===== config.mk =====
export PLATFORM = sky130hd
export DESIGN_NAME = flow_table_writer
export DESIGN_NICKNAME = d
export VERILOG_FILES = /design/src/rtl/flow_table_writer.sv
export SDC_FILE = /design/constraint.sdc
export NUM_CORES = 2
export LEC_CHECK = 0
export CELL_PAD_IN_SITES_DETAIL_PLACEMENT = 1
export CELL_PAD_IN_SITES_GLOBAL_PLACEMENT = 1
export CORE_UTILIZATION = 36
export CTS_CLUSTER_DIAMETER = 200
export CTS_CLUSTER_SIZE = 40
export DETAILED_ROUTE_END_ITERATION = 16
export PLACE_DENSITY_LB_ADDON = 0.08
export SLEW_MARGIN = 30
export SYNTH_ARGS = -nofsm -noshare
export SYNTH_HDL_FRONTEND = slang
export SYNTH_SLANG_ARGS = --single-unit

===== constraint.sdc =====
create_clock -name clk -period 13.27 [get_ports clk]
set_clock_uncertainty 0.05 [all_clocks]
set_input_delay 2.654 -clock clk [delete_from_list [all_inputs] [get_ports clk]]
set_output_delay 2.654 -clock clk [all_outputs]
set_load 0.05 [all_outputs]

===== src/rtl/flow_table_writer.sv =====
// Control-plane writer for the exact-match flow table: hashes a (key, value) pair
// through an external hash unit, then writes key words followed by value words.
module flow_table_writer #(
  parameter int MAX_KEY_LEN = 8,
  parameter int MAX_VAL_LEN = 16,
  parameter int ADDR_W      = 32,
  parameter int DATA_W      = 32
) (
  input  logic                     clk,
  input  logic                     rst,
  input  logic                     cfg_we_i,
  input  logic [5:0]               cfg_key_len_i,
  input  logic [5:0]               cfg_val_len_i,
  input  logic [31:0]              cfg_entry_len_i,
  input  logic [31:0]              cfg_start_addr_i,
  input  logic                     start_i,
  input  logic [MAX_KEY_LEN*8-1:0] key_i,
  input  logic [MAX_VAL_LEN*8-1:0] val_i,
  output logic                     busy_o,
  output logic                     done_o,
  output logic                     error_o,
  output logic                     hash_start_o,
  output logic [MAX_KEY_LEN*8-1:0] hash_key_o,
  input  logic                     hash_ready_i,
  input  logic [31:0]              hash_val_i,
  output logic                     mem_ce_o,
  output logic                     mem_we_o,
  output logic [ADDR_W-1:0]        mem_addr_o,
  output logic [3:0]               mem_width_o,
  output logic [DATA_W-1:0]        mem_data_o
);

  localparam int KEY_W     = MAX_KEY_LEN * 8;
  localparam int VAL_W     = MAX_VAL_LEN * 8;
  localparam int KEY_WORDS = KEY_W / DATA_W;
  localparam int VAL_WORDS = VAL_W / DATA_W;

  typedef enum logic [2:0] {IDLE, HASH, WR_KEY, WR_VAL, DONE} state_e;

  state_e state_q, state_d;

  logic [5:0]        cfg_key_len_q, cfg_val_len_q;
  logic [31:0]       cfg_entry_len_q, cfg_start_addr_q;
  logic [KEY_W-1:0]  key_q, key_masked;
  logic [VAL_W-1:0]  val_q;
  logic              err_q, hash_start_q;
  logic [ADDR_W-1:0] addr_q;
  logic [3:0]        word_idx_q;

  logic cfg_valid, start_ok, last_key, last_val;

  assign cfg_valid = (cfg_key_len_q != 6'd0) && (cfg_key_len_q <= 6'(MAX_KEY_LEN)) &&
                     (cfg_key_len_q[1:0] == 2'b00) &&
                     (cfg_val_len_q != 6'd0) && (cfg_val_len_q <= 6'(MAX_VAL_LEN)) &&
                     (cfg_val_len_q[1:0] == 2'b00);

  // A config write in the same cycle wins over a start request.
  assign start_ok = (state_q == IDLE) && start_i && !cfg_we_i;
  assign last_key = (word_idx_q == cfg_key_len_q[5:2] - 4'd1);
  assign last_val = (word_idx_q == cfg_val_len_q[5:2] - 4'd1);

  // Bytes beyond key_len are zeroed so the hash sees a canonical padded key.
  always_comb begin
    // NOTE: every combinational output gets a default first so no latch is inferred.
    key_masked = '0;
    for (int i = 0; i < MAX_KEY_LEN; i++) begin
      if (6'(i) < cfg_key_len_q) key_masked[KEY_W-1-8*i -: 8] = key_i[KEY_W-1-8*i -: 8];
    end
  end

  always_ff @(posedge clk) begin
    // NOTE: sequential state uses non-blocking assignments so all registers update together.
    if (rst) state_q <= IDLE;
    else     state_q <= state_d;
  end

  always_comb begin
    state_d = state_q;
    case (state_q)
      IDLE:    if (start_ok) state_d = cfg_valid ? HASH : DONE;
      HASH:    if (hash_ready_i) state_d = WR_KEY;
      WR_KEY:  if (last_key) state_d = WR_VAL;
      WR_VAL:  if (last_val) state_d = DONE;
      DONE:    state_d = IDLE;
      default: state_d = IDLE;
    endcase
  end

  always_ff @(posedge clk) begin
    if (rst) begin
      cfg_key_len_q    <= '0;
      cfg_val_len_q    <= '0;
      cfg_entry_len_q  <= '0;
      cfg_start_addr_q <= '0;
      key_q            <= '0;
      val_q            <= '0;
      err_q            <= 1'b0;
      hash_start_q     <= 1'b0;
      addr_q           <= '0;
      word_idx_q       <= '0;
    end else begin
      hash_start_q <= 1'b0;
      if ((state_q == IDLE) && cfg_we_i) begin
        cfg_key_len_q    <= cfg_key_len_i;
        cfg_val_len_q    <= cfg_val_len_i;
        cfg_entry_len_q  <= cfg_entry_len_i;
        cfg_start_addr_q <= cfg_start_addr_i;
      end
      if (start_ok) begin
        err_q <= !cfg_valid;
        if (cfg_valid) begin
          key_q        <= key_masked;
          val_q        <= val_i;
          hash_start_q <= 1'b1;
        end
      end
      case (state_q)
        HASH: if (hash_ready_i) begin
          addr_q     <= ADDR_W'(cfg_start_addr_q + hash_val_i * cfg_entry_len_q);
          word_idx_q <= '0;
        end
        WR_KEY: begin
          addr_q     <= addr_q + ADDR_W'(4);
          word_idx_q <= last_key ? 4'd0 : word_idx_q + 4'd1;
        end
        WR_VAL: begin
          addr_q     <= addr_q + ADDR_W'(4);
          word_idx_q <= last_val ? 4'd0 : word_idx_q + 4'd1;
        end
        default: ;
      endcase
    end
  end

  always_comb begin
    busy_o       = (state_q == HASH) || (state_q == WR_KEY) || (state_q == WR_VAL);
    done_o       = (state_q == DONE);
    error_o      = (state_q == DONE) && err_q;
    mem_ce_o     = (state_q == WR_KEY) || (state_q == WR_VAL);
    mem_we_o     = mem_ce_o;
    mem_addr_o   = addr_q;
    mem_width_o  = 4'd4;
    hash_start_o = hash_start_q;
    hash_key_o   = key_q;
    mem_data_o   = '0;
    // Word n carries bytes 4n..4n+3 with the lowest-index byte in the MSBs.
    if (state_q == WR_KEY) begin
      for (int i = 0; i < KEY_WORDS; i++) begin
        if (word_idx_q == 4'(i)) mem_data_o = key_q[KEY_W-1-DATA_W*i -: DATA_W];
      end
    end else if (state_q == WR_VAL) begin
      for (int i = 0; i < VAL_WORDS; i++) begin
        if (word_idx_q == 4'(i)) mem_data_o = val_q[VAL_W-1-DATA_W*i -: DATA_W];
      end
    end
  end

endmodule

# Word level (Yosys, flattened, before mapping)
# Index checks and enable logic that the tools add are counted.
# word_totals
regBits	309
latch_bits	0
ramBits	0
rom_bits	0
in_bits	305
wordCells	98
memories	0
# op_classes
addsub	5
n_mul	1
div_mod_pow	0
n_lt_le_gt_ge	10
n_eq_ne	13
shifts	0
mux	29
bitwise	1
reduce_logical	28
# op_table
op	n
$mux 32	9
$mux 8	8
$pmux 32 s2	1
$add 32x3->32 const B	1
$add 32x32->32	1
$mul 32x32->32	1
$lt 3x6->1 const A	4
$mux 3	5
$lt 1x6->1 const A	2
$lt 2x6->1 const A	2
$mux 4	3
$pmux 3 s4	1
$pmux 4 s3	1
$reduce_bool 6->1	2
$logic_and 1x1->1	9
$eq 4x2->1 const B	2
$eq 4x4->1	2
$ne 2x2->1 const B	4
$sub 4x1->4 const B	2
$eq 3x2->1 const B	2
$le 6x4->1 const B	1
$le 6x5->1 const B	1
$reduce_and 2->1	3
$add 4x1->4 const B	1
14 further kinds	19

# Longest topological paths before layout
# depth
ltp_word	9
ltp_mapped	29

# Worst setup path before layout
# No wires, ideal clock.
# synth_path
kind	input to register
start	input port hash_val_i[12]
end	register addr_q[31] (netlist: mem_addr_o[31])
arrival_ps	9272
t_required_ps	13087
setup_slack_ps	3816
stages	27
path_cell_list	clkbuf_1 clkbuf_1 and2_1 fa_1 fa_1 fa_1 inv_1 fa_1 inv_1 fa_1 inv_1 fa_1 inv_1 fa_1 inv_1 fa_1 inv_1 ha_1 a21oi_1 o21ai_0 a2111oi_0 a22oi_1 a2111oi_0 o41ai_1 xnor2_1 nand2_1 a31oi_1
# synth_between
elab_chain_cells	4
# synth_lines
element	line_no	source
from (decl)	25	input logic [31:0] hash_val_i,
$mul 32x32->32	119	addr_q <= ADDR_W'(cfg_start_addr_q + hash_val_i * cfg_entry_len_q);
$add 32x32->32	119	
$mux 32	118	HASH: if (hash_ready_i) begin
$pmux 32 s2	117	case (state_q)
to (signal assigned)	119	
to (signal assigned)	123	addr_q <= addr_q + ADDR_W'(4);
to (signal assigned)	127	addr_q <= addr_q + ADDR_W'(4);
to (decl)	47	logic [ADDR_W-1:0] addr_q;
# No other way between the ends. The select of a mux whose other input is x is not followed.
# A chain may end at the register's enable or synchronous reset.

# Worst setup path in the final report
# layout_path
start	input port hash_val_i[18]
end	register addr_q[31] (netlist: mem_addr_o[31])
# The elaborated chain is that of the path after synthesis.

==> key figures <==
Status
  – Status: completed

Timing
  – Fin Hold WS: about 0.41 ns
  – Unrepaired setup endpoints after global routing: no
  – Final setup fails: 0
  – Pins Over Slew Limit: 0
  – Maximum clock frequency: roughly 0.1 GHz
  – Tightest Pin Transition: about 0.99 ns
  – Worst setup margin: between 3 and 4 ns
  – Crit share post-route: 77.1%
  – Fin Setup TNS: 0 ns
  – Max-slew headroom: roughly a third
  – Final min period: approximately 10 ns
  – Final hold violations: 0

Synthesis
  – Post-synth cell types: 62
  – Yosys warnings: 0
  – EDFF count, synth: 0
  – Cell area after synthesis: around 30000 um^2
  – Syn Inst Count: roughly 3600
  – FFs w/ async S/R, synth: 0%
  – Seq/Total Area, Yosys: between 20% and 30%
  – Mean Syn Cell Area: ~8.3 um^2
  – Synth top area share: 29.5%
  – Yosys reg bits: between 300 and 400
  – Yosys top cell by area: fa_1
  – Synth area leaders: fa_1, dfxtp_1, nand2_1
  – Top_reg_cell synth: dfxtp_1

Power
  – Seq pwr share: around 12%
  – Sw frac: a little over half
  – Leakage power: approximately 15 nW
  – Pwr/cell area: around 250 nW/um^2
  – Max VDD drop: slightly above 0.3 mV
  – Logic pwr share: just over 80%
  – Clk network pwr share: under 10%
  – P_int: roughly 4.1 mW
  – Sw Pwr: around 4.9 mW

Global route
  – Pin count of the biggest net entering global routing: around 160
  – Met3 usage: 5.44%
  – Met1 Use GR: between 30% and 40%
  – Vias in the first global route: roughly 27000
  – Met2 global-route usage: between 40% and 50%
  – Layer with the highest usage: met2
  – Antenna violations before repair: 39
  – Gr usage total: 27.0%
  – First-pass GRT wire length: ~170000 um
  – Total gr overflow: 0

Detailed routing
  – Via count: around 25000
  – DRC errors left: 0
  – Via-per-instance ratio: approximately 5.1
  – Final WL: between 100000 and 150000 um
  – Initial DRC count: between 1000 and 1500
  – Antenna Violating Nets Remaining: 0
  – Post-DR wirelength/cell: 22.8 um
  – First-pass DRT Iterations: 4

Clock network
  – Post_cts resized: 0
  – Clk pin slew, worst setup/hold paths: 0.17 ns
  – CTS root buf: clkbuf_16
  – Clock sinks: around 300
  – CTS tree: built
  – Hold-fix buffers, CTS: 0
  – Cts bufs inserted: 12
  – Clk buf depth: 3
  – Setup repair bufs after CTS: 0
  – H-Tree Depth: 1
  – Clock latency on the worst-skew pair: between 0.5 and 0.6 ns

Final layout
  – Fin cells: roughly 4900
  – Post-layout util: roughly 43%
  – Nets@finish: around 4700
  – Commonest non-fill, non-tap cell in the layout: nand2_1
  – Area growth syn-to-layout: 19.1%
  – Layout cells sized above 1: 2.37%
  – Most frequent cells in the layout: nand2_1, inv_1, fa_1
  – Fillers: roughly 9700

Floorplanning
  – # IOs: ~440
  – Initial Utilization: 36.3%
  – Core Region: approximately 82000 um^2
  – Die area: approximately 84000 um^2
  – Width of the die: 289 um
  – Chip height: ~290 um
  – # rows: between 100 and 150

Setup path
  – Setup CP Type: in -> reg
  – Setup crit start kind: input port
  – Critical Path End Type: register
  – Max incr delay on CP: 0.89 ns
  – CP required: between 10 and 15 ns
  – Crit path max-delay cell type: clkdlybuf4s50_1
  – Worst-path fanout max: 14
  – CP arrival: around 11 ns
  – Most frequent CP cell: fa_1

Hold path
  – Class of the worst hold path: reg -> reg

Place
  – Cells after DPL: roughly 4900
  – Port-buffer cells: 438
  – Pre-CTS setup slack: ~2.4 ns
  – RD Place Congestion: roughly 0.87
  – Post-DP HPWL: roughly 85000 um

Job
  – Max-cap violations: 0
[sequential cells by signal, indices dropped and copies added (netlist names)]
signal	flops
word_idx_q	4
hash_start_o	1
hash_key_o	64
cfg_key_len_q	6
cfg_start_addr_q	32
state_q	3
cfg_entry_len_q	32
cfg_val_len_q	6
val_q	128
err_q	1
mem_addr_o	32
[synth_stat cells, types with 6 or more instances]
cell type / n
and2_1: 324
a31oi_1: 10
nand3_1: 18
a221oi_1: 64
and3_1: 13
fa_1: 438
dfxtp_1: 309
xnor2_1: 69
a22o_1: 32
nand2b_1: 6
nor3_1: 55
nand4_1: 11
nor2_1: 96
nand2_1: 729
ha_1: 133
inv_1: 496
xor2_1: 26
a21o_1: 12
o21ai_0: 38
clkbuf_1: 226
a211oi_1: 47
a21oi_1: 332
[through the flow]
step	area (um^2)	total power, mW
floorplan	29700	6.13
global placement	35000	8.51
detailed placement	35000	8.53
CTS	35300	9.20
global route	35400	10.0
finish	35400	9.01
[per-layer routing]
layer / share of wire (%) / vias up
met5: 0.31 / -
li1: - / 11662
met3: 5.7 / 143
met4: 2.5 / 50
met2: 48 / 568
met1: 44 / 12890
[cells by family after synthesis]
| kind of cell | count (synthesis) | share of synthesized area [%] |
|---|---|---|
| other cells | 2 | 0.0253 |
| mux | 2 | 0.0673 |
| xor+xnor | 96 | 2.87 |
| compound gates | 573 | 12.0 |
| buf+inv | 738 | 9.40 |
| fa+ha+maj | 571 | 35.1 |
| simple gates | 1278 | 19.8 |
| flops | 309 | 20.8 |
[worst max-delay path, delay by kind of cell]
| family | cells | cell delay [ns] |
|---|---|---|
| AOI/OAI and AO/OA | 7 | 1.73 |
| xor gates and xnor gates | 1 | 0.17 |
| adders and majority gates | 9 | 4.41 |
| buffers and inverters | 7 | 1.25 |
| and+or+nand+nor | 2 | 0.49 |
[power by group through the flow]
stage	Clock, mW	Sequential (mW)	Combinational, mW
2_1_floorplan	0	1.15	4.98
3_3_place_gp	0	1.13	7.38
3_5_place_dp	0	1.13	7.39
4_1_cts	0.559	1.11	7.52
5_1_grt	0.584	1.12	8.30
6_report	0.533	1.11	7.36
[cell type report]
class | instances | area, um^2 | share of cell area (%)
clock inverter | 4 | 77.6 | 0.219
multi-input combinational | 2524 | 20800 | 58.8
antenna | 13 | 32.5 | 0.0919
clock buffer | 12 | 300 | 0.848
sequential | 309 | 6190 | 17.5
timing repair buffer | 487 | 4790 | 13.5
inverter | 497 | 1870 | 5.27
tap | 1070 | 1340 | 3.78
[path summary, 6_finish.rpt]
kind	from	endpoint	slack, ns	cells past startpoint
worst max-delay path	hash_val_i[18]	mem_addr_o[31]	3.03	26
worst min-delay path	cfg_start_addr_q[26]	cfg_start_addr_q[26]	0.41	2
worst max register to register	cfg_entry_len_q[6]	mem_addr_o[31]	5.25	26
worst min register to register	cfg_start_addr_q[26]	cfg_start_addr_q[26]	0.41	2
Note: power is estimated with default switching activity, not from simulation.
